--- src/rtl/lisp_io_bridge.sv ---
// Core-to-memory/peripheral bridge: plain memory traffic passes straight through,
// while the top address page is decoded into stalled, timeout-guarded register accesses.
module lisp_io_bridge #(
  parameter int ADDR_WIDTH   = 16,
  parameter int DATA_WIDTH   = 19,
  parameter int REG_WIDTH    = 16,
  parameter int CHAN_BITS    = 2,
  parameter int NUM_CHANNELS = 4,
  parameter int INDEX_BITS   = 5,
  parameter int TIMEOUT      = 15
) (
  input  logic                             clk,
  input  logic                             reset_n,
  input  logic [ADDR_WIDTH-1:0]            core_address,
  input  logic [DATA_WIDTH-1:0]            core_write_value,
  input  logic                             core_write_enable,
  output logic [DATA_WIDTH-1:0]            core_read_value,
  output logic                             core_stall,
  output logic [ADDR_WIDTH-1:0]            mem_address,
  output logic [DATA_WIDTH-1:0]            mem_write_value,
  output logic                             mem_write_enable,
  input  logic [DATA_WIDTH-1:0]            mem_read_value,
  output logic [NUM_CHANNELS-1:0]          periph_sel,
  output logic [INDEX_BITS-1:0]            periph_index,
  output logic                             periph_read,
  output logic                             periph_write,
  output logic [REG_WIDTH-1:0]             periph_write_value,
  input  logic [NUM_CHANNELS*REG_WIDTH-1:0] periph_read_value,
  input  logic [NUM_CHANNELS-1:0]          periph_ready,
  output logic                             timeout_error
);

  localparam int IO_BITS = CHAN_BITS + INDEX_BITS;
  localparam int CNT_W   = (TIMEOUT > 1) ? $clog2(TIMEOUT) : 1;

  typedef enum logic [1:0] {IDLE, WAIT, DONE} state_t;

  state_t                  state_reg, state_next;
  logic                    io_hit, mapped, ready_sel, expired;
  logic [CHAN_BITS-1:0]    chan;
  logic [INDEX_BITS-1:0]   index;
  logic [NUM_CHANNELS-1:0] chan_onehot;
  logic [REG_WIDTH-1:0]    chan_value [NUM_CHANNELS];
  logic [REG_WIDTH-1:0]    sel_value;

  logic [NUM_CHANNELS-1:0] sel_reg;
  logic [INDEX_BITS-1:0]   index_reg;
  logic                    read_reg, write_reg, timeout_reg;
  logic [REG_WIDTH-1:0]    wdata_reg;
  logic [CNT_W-1:0]        count_reg;
  logic [DATA_WIDTH-1:0]   capture_reg;

  assign io_hit = &core_address[ADDR_WIDTH-1:IO_BITS];
  assign chan   = core_address[INDEX_BITS +: CHAN_BITS];
  assign index  = core_address[INDEX_BITS-1:0];
  assign mapped = ({1'b0, chan} < (CHAN_BITS+1)'(NUM_CHANNELS));

  genvar gi;
  generate
    for (gi = 0; gi < NUM_CHANNELS; gi++) begin : g_chan
      assign chan_onehot[gi] = (chan == CHAN_BITS'(gi));
      assign chan_value[gi]  = periph_read_value[gi*REG_WIDTH +: REG_WIDTH];
    end
  endgenerate

  // sel_reg is one-hot while waiting, so masking also discards other channels' ready
  always_comb begin
    sel_value = '0;
    for (int c = 0; c < NUM_CHANNELS; c++) begin
      if (sel_reg[c]) sel_value = sel_value | chan_value[c];
    end
  end

  assign ready_sel = |(periph_ready & sel_reg);
  assign expired   = (count_reg == CNT_W'(TIMEOUT - 1));

  always_ff @(posedge clk or negedge reset_n) begin
    if (!reset_n) state_reg <= IDLE;
    else          state_reg <= state_next;
  end

  always_comb begin
    state_next = state_reg;
    core_stall = 1'b0;
    case (state_reg)
      IDLE: begin
        core_stall = io_hit;
        if (io_hit) state_next = mapped ? WAIT : DONE;
      end
      WAIT: begin
        core_stall = 1'b1;
        if (ready_sel || expired) state_next = DONE;
      end
      DONE:    state_next = IDLE;
      default: state_next = IDLE;
    endcase
  end

  always_ff @(posedge clk or negedge reset_n) begin
    if (!reset_n) begin
      sel_reg     <= '0;
      index_reg   <= '0;
      read_reg    <= 1'b0;
      write_reg   <= 1'b0;
      wdata_reg   <= '0;
      count_reg   <= '0;
      capture_reg <= '0;
      timeout_reg <= 1'b0;
    end else begin
      case (state_reg)
        IDLE: begin
          if (io_hit && mapped) begin
            sel_reg   <= chan_onehot;
            index_reg <= index;
            read_reg  <= !core_write_enable;
            write_reg <= core_write_enable;
            wdata_reg <= core_write_value[REG_WIDTH-1:0];
            count_reg <= '0;
          end else if (io_hit) begin
            capture_reg <= '0;
          end
        end
        WAIT: begin
          // A ready arriving on the final allowed cycle wins over the timeout
          if (ready_sel || expired) begin
            if (ready_sel) capture_reg <= read_reg ? DATA_WIDTH'(sel_value) : '0;
            else           capture_reg <= DATA_WIDTH'({REG_WIDTH{1'b1}});
            if (!ready_sel) timeout_reg <= 1'b1;
            sel_reg   <= '0;
            index_reg <= '0;
            read_reg  <= 1'b0;
            write_reg <= 1'b0;
          end else begin
            count_reg <= count_reg + CNT_W'(1);
          end
        end
        default: ;
      endcase
    end
  end

  assign mem_address        = core_address;
  assign mem_write_value    = core_write_value;
  assign mem_write_enable   = core_write_enable && !io_hit;
  assign core_read_value    = (state_reg == DONE) ? capture_reg : mem_read_value;
  assign periph_sel         = sel_reg;
  assign periph_index       = index_reg;
  assign periph_read        = read_reg;
  assign periph_write       = write_reg;
  assign periph_write_value = wdata_reg;
  assign timeout_error      = timeout_reg;

endmodule

--- config.mk ---
export PLATFORM = sky130hd
export DESIGN_NAME = lisp_io_bridge
export DESIGN_NICKNAME = d
export VERILOG_FILES = /design/src/rtl/lisp_io_bridge.sv
export SDC_FILE = /design/constraint.sdc
export NUM_CORES = 1
export LEC_CHECK = 0
export ABC_AREA = 1
export ABC_CLOCK_PERIOD_IN_PS = 1300
export BUFFER_PORTS_ARGS = -buffer_cell sky130_fd_sc_hd__buf_2
export CORE_MARGIN = 10
export CORE_UTILIZATION = 39
export DETAILED_ROUTE_END_ITERATION = 10
export HOLD_SLACK_MARGIN = 0.03
export PLACE_DENSITY = 0.89
export SYNTH_ARGS = -nofsm -noshare
export SYNTH_HDL_FRONTEND = slang
export SYNTH_SLANG_ARGS = --single-unit
--- constraint.sdc ---
create_clock -name clk -period 1.3 [get_ports clk]
set_input_delay 0.13 -clock clk [delete_from_list [all_inputs] [get_ports clk]]
set_output_delay 0.13 -clock clk [all_outputs]
set_load 0.02 [all_outputs]
; Word level (Yosys, flattened, before mapping)
; Cells that the tools add are included.
[classes]
add_sub_neg = 1
n_eq_ne = 9
mux = 25
bitwise = 5
n_reduce_logical = 15
[ops]
columns = cell, n
row1 = 2-to-1 mux 16 bit, 6
row2 = bitwise OR 16 bit, 3
row3 = 2-to-1 mux 19 bit, 1
row4 = 2-to-1 mux 4 bit, 4
row5 = one-hot mux 4 bit (2 select lines), 2
row6 = 2-to-1 mux 5 bit, 2
row7 = one-hot mux 5 bit (2 select lines), 1
row8 = AND reduction 10 bit, 1
row9 = AND reduction 3 bit, 3
row10 = AND reduction 9 bit, 1
row11 = "== test 2 bit, second input constant", 3
row12 = "inequality test 2 bit, second input constant", 3
row13 = one-hot mux 1 bit (2 select lines), 3
row14 = "adder 4 x 1 -> 4 bit, second input constant", 1
row15 = bitwise AND 4 bit, 1
row16 = "== test 2 x 1 -> 1 bit, second input constant", 2
row17 = "== test 4 bit, second input constant", 1
row18 = zero test 2 bit, 2
row19 = 2-to-1 mux 2 bit, 2
row20 = one-hot mux 2 bit (2 select lines), 1
row21 = AND reduction 2 bit, 2
row22 = OR reduction 4 bit, 1
row23 = 2-to-1 mux 1 bit, 3
row24 = zero test 1 bit, 2
row25 = other kinds (4), 4
[totals]
reg_bits = 53
in_bits = 125
output_inout_bits = 84

; Logic depth before layout (Yosys ltp)
[depth]
depth_word = 9
mapped_depth = 10
mapped_depth_nobuf = 8

; Worst setup path before layout
; No wires, ideal clock.
[synth_timing]
path_kind = register to output
start = reg state_reg[1]
end = out core_read_value[0]
t_arrival_ps = 1406
required_ps = 1170
setup_slack_ps = -236
path_stages_with_launch = 6
cell_sequence = dfrtp_1 inv_1 nor2_1 inv_1 buf_2 o21ai_0
[synth_between]
elab_chain_cells = 2
[synth_lines]
columns = element, line_no
row1 = start: declaration, 38  ; state_t state_reg, state_next;
row2 = start signal: assignment, 79  ; else state_reg <= state_next;
row3 = == test 2 bit, 145  ; assign core_read_value = (state_reg == DONE) ? capture_reg : mem_read_value;
row4 = 2-to-1 mux 19 bit, 145
row5 = end: declaration, 17  ; output logic [DATA_WIDTH-1:0] core_read_value,
; No other way between the ends.

; Worst setup path in the final report
[layout_timing]
start = reg state_reg[0]
end = out core_read_value[9]
; The elaborated chain is that of the path after synthesis.

==> results.cfg <==
[floorplanning]
die_area_mm2 = 0.0127
start_util_pct = 40.4
fp.dieW_um = 113
ios = 209
row_count = 33
die_h_um = 113
fp.coreArea_mm2 = 0.00826

[critical_path]
end_kind = output pin
path_class = flop to output pin
cp_max_fo = 16
worstPathRequired_ns = 1.17
worstPathArrival_ns = 1.40
startpoint_type = flop

[pwr]
powerDensity_mw_per_mm2 = 817
p_total_mw = 4.19
peakVddDrop_uv = 524
p_leak_nw = 2.91

[synth]
ys_seq_area_share_pct = 37.5
yosys.area.top_type_share_pct = 37.5
ys.flop_type = dfrtp_1
async_flop_share_pct = 100
yosys.area.top_type = dfrtp_1
syn_avg_cell_area_um2 = 7.05
ys_seq_elements = 50
synth_cell_types = 28
synth_commonest_cells = nand2_1, dfrtp_1, inv_1, o21ai_0, buf_4
synth_fp_nets = 601
netlist_top_cells_area = dfrtp_1, nand2_1, buf_4
synth_edf_count = 0
syn_area_mm2 = 0.00334
synthCells = 474
yosys_warnings = 0
yosysMostFrequentCell = nand2_1

[final_layout]
final-seq-area_mm2 = 0.00126
fillers = 720
final_cell_count_no_fill = 780
nets = 799
final_layout_size_suffix_gt1_share_pct = 52.3
syn_to_final_growth_pct = 53.5
stdcell_area_mm2 = 0.00513
multiInputGateArea_mm2 = 0.00181
fin_util_pct = 62.1

[clock_network]
cts_buffers = 5
htree_levels = 2
path_clk_slew_ns = 0.10
cts.sinks = 50
worstSkewPairLatency_ns = 0.30
clockBufferDepth = 2
clock-root-buffer = clkbuf_8
cts_tree = built

[timing]
worst_hold_slack_ns = 0.0649
worstMarginPinSlew_ns = 0.399
setup_violations = 68
finalHoldViolCount = 0
finalWorstSetupSlack_ns = -0.227
slew_violations = 0
grt_setup_unrepaired = yes
post-route-period-util_pct = 117
fin_crit_ns = 1.53
fin_skew_ns = 0.0161
clock.fmax_mhz = 655
slew_headroom_pct = 73.4

[placed_design]
portBuffers = 202
placed_cell_area_mm2 = 0.00435
gp_congestion = 0.811
numPlacedInstances = 752
dpl.hpwl_um = 9080

[grt]
grt_usage_pct = 17.2
grt_max_degree = 33
grt_pass1_wl_um = 18300
grt_pass1_vias = 3792
grt_overflow_total = 0
antenna_found_initial = 2

[detailed_routing]
ant_nets = 0
via_per_inst = 4.72
finalWirelength_um = 11900
drt_iter0_drc = 165
remaining_drc_errors = 0
vias = 3679
first_pass_iters = 4
wl_per_cell_um = 15.3

[hold_path]
min_path_type = primary input to flop

[status]
violations = negative setup slack
status = finished, violations left

[flow_run]
drv_cap = 0
## stage by stage
step	setup TNS [ns]	worst slack (ns)
2_1_floorplan	-2.05	-0.0985
3_3_place_gp	-0.00223	-0.00223
5_1_grt	-15.33	-0.292
3_5_place_dp	-0.985	-0.0697
4_1_cts	-8.83	-0.210
6_report	-10.78	-0.227
## power breakdown
group / internal (mW) / switching (mW)
clock: 0.628 / 0.505
sequential: 1.69 / 0.0647
combinational: 0.538 / 0.766
## path summary, 6_finish.rpt
check | start | endpoint | slack, ns | cells after the start
setup / recovery | state_reg[0] | core_read_value[9] | -0.23 | 5
hold / removal | core_write_value[1] | periph_write_value[1] | 0.06 | 3
setup reg to reg | state_reg[0] | capture_reg[9] | -0.19 | 10
hold reg to reg | periph_write_value[5] | periph_write_value[5] | 0.50 | 2
max in group asynchronous | reset_n | periph_read | 0.56 | 3
min in group asynchronous | reset_n | periph_write_value[11] | 0.36 | 3
## routing by layer
layer	vias to the layer above	track usage, %	share of wire (%)
met5	-	0	0
met4	0	2.88	0.77
met3	8	5.75	7.8
met2	150	32.1	53
met1	1690	18.6	39
li1	1831	-	-
## area by class of cell
cell class / count / area share (%)
antenna: 2 / 0.0976
clock buffer: 7 / 1.68
clock inverter: 1 / 0.586
inverter: 46 / 3.47
multi-input combinational: 322 / 35.3
sequential: 50 / 24.6
tap: 105 / 2.56
timing repair buffer: 247 / 31.7
## timing repair
item / in CTS / in global routing
setup buffers: 12 / 3
endpoints found under the hold margin: 50 / 0
gates cloned: 3 / 3
hold buffers: 1 / 0
endpoints found under the setup margin: 51 / 70
resized for setup: 70 / 66
pin swaps: 6 / 7
## kinds of logic after synthesis
kind of cell,after synthesis,synth area share (%)
xor gates and xnor gates,2,0.525
AOI/OAI and AO/OA,66,11.8
and+or+nand+nor,252,31.7
buffers and inverters,102,17.8
DFF,50,37.5
adders and majority gates,2,0.749
## cell usage in the layout (no fill, tap or decap), types with 2 or more instances in the layout
cell type	n
inv_1	40
nand2_8	2
o21ai_2	30
dfrtp_1	43
nor3_1	4
o21ai_4	2
nand2_1	160
dfrtp_2	6
diode_2	2
buf_2	182
nand4_4	3
inv_2	4
nand2_4	17
nand3_1	23
buf_4	32
o21ai_0	17
clkbuf_16	2
buf_12	6
nand2_2	25
nor2_1	11
buf_6	21
inv_4	2
buf_8	2
nor2_4	4
o21ai_1	16
clkbuf_8	6
## critical path, cell delays in order (launching register included)
cell and delay, ns:
dfrtp_2 0.45, nor2_4 0.14, inv_4 0.07, buf_16 0.16, o21ai_1 0.12, buf_4 0.15
(Power assumes the default switching activity.)
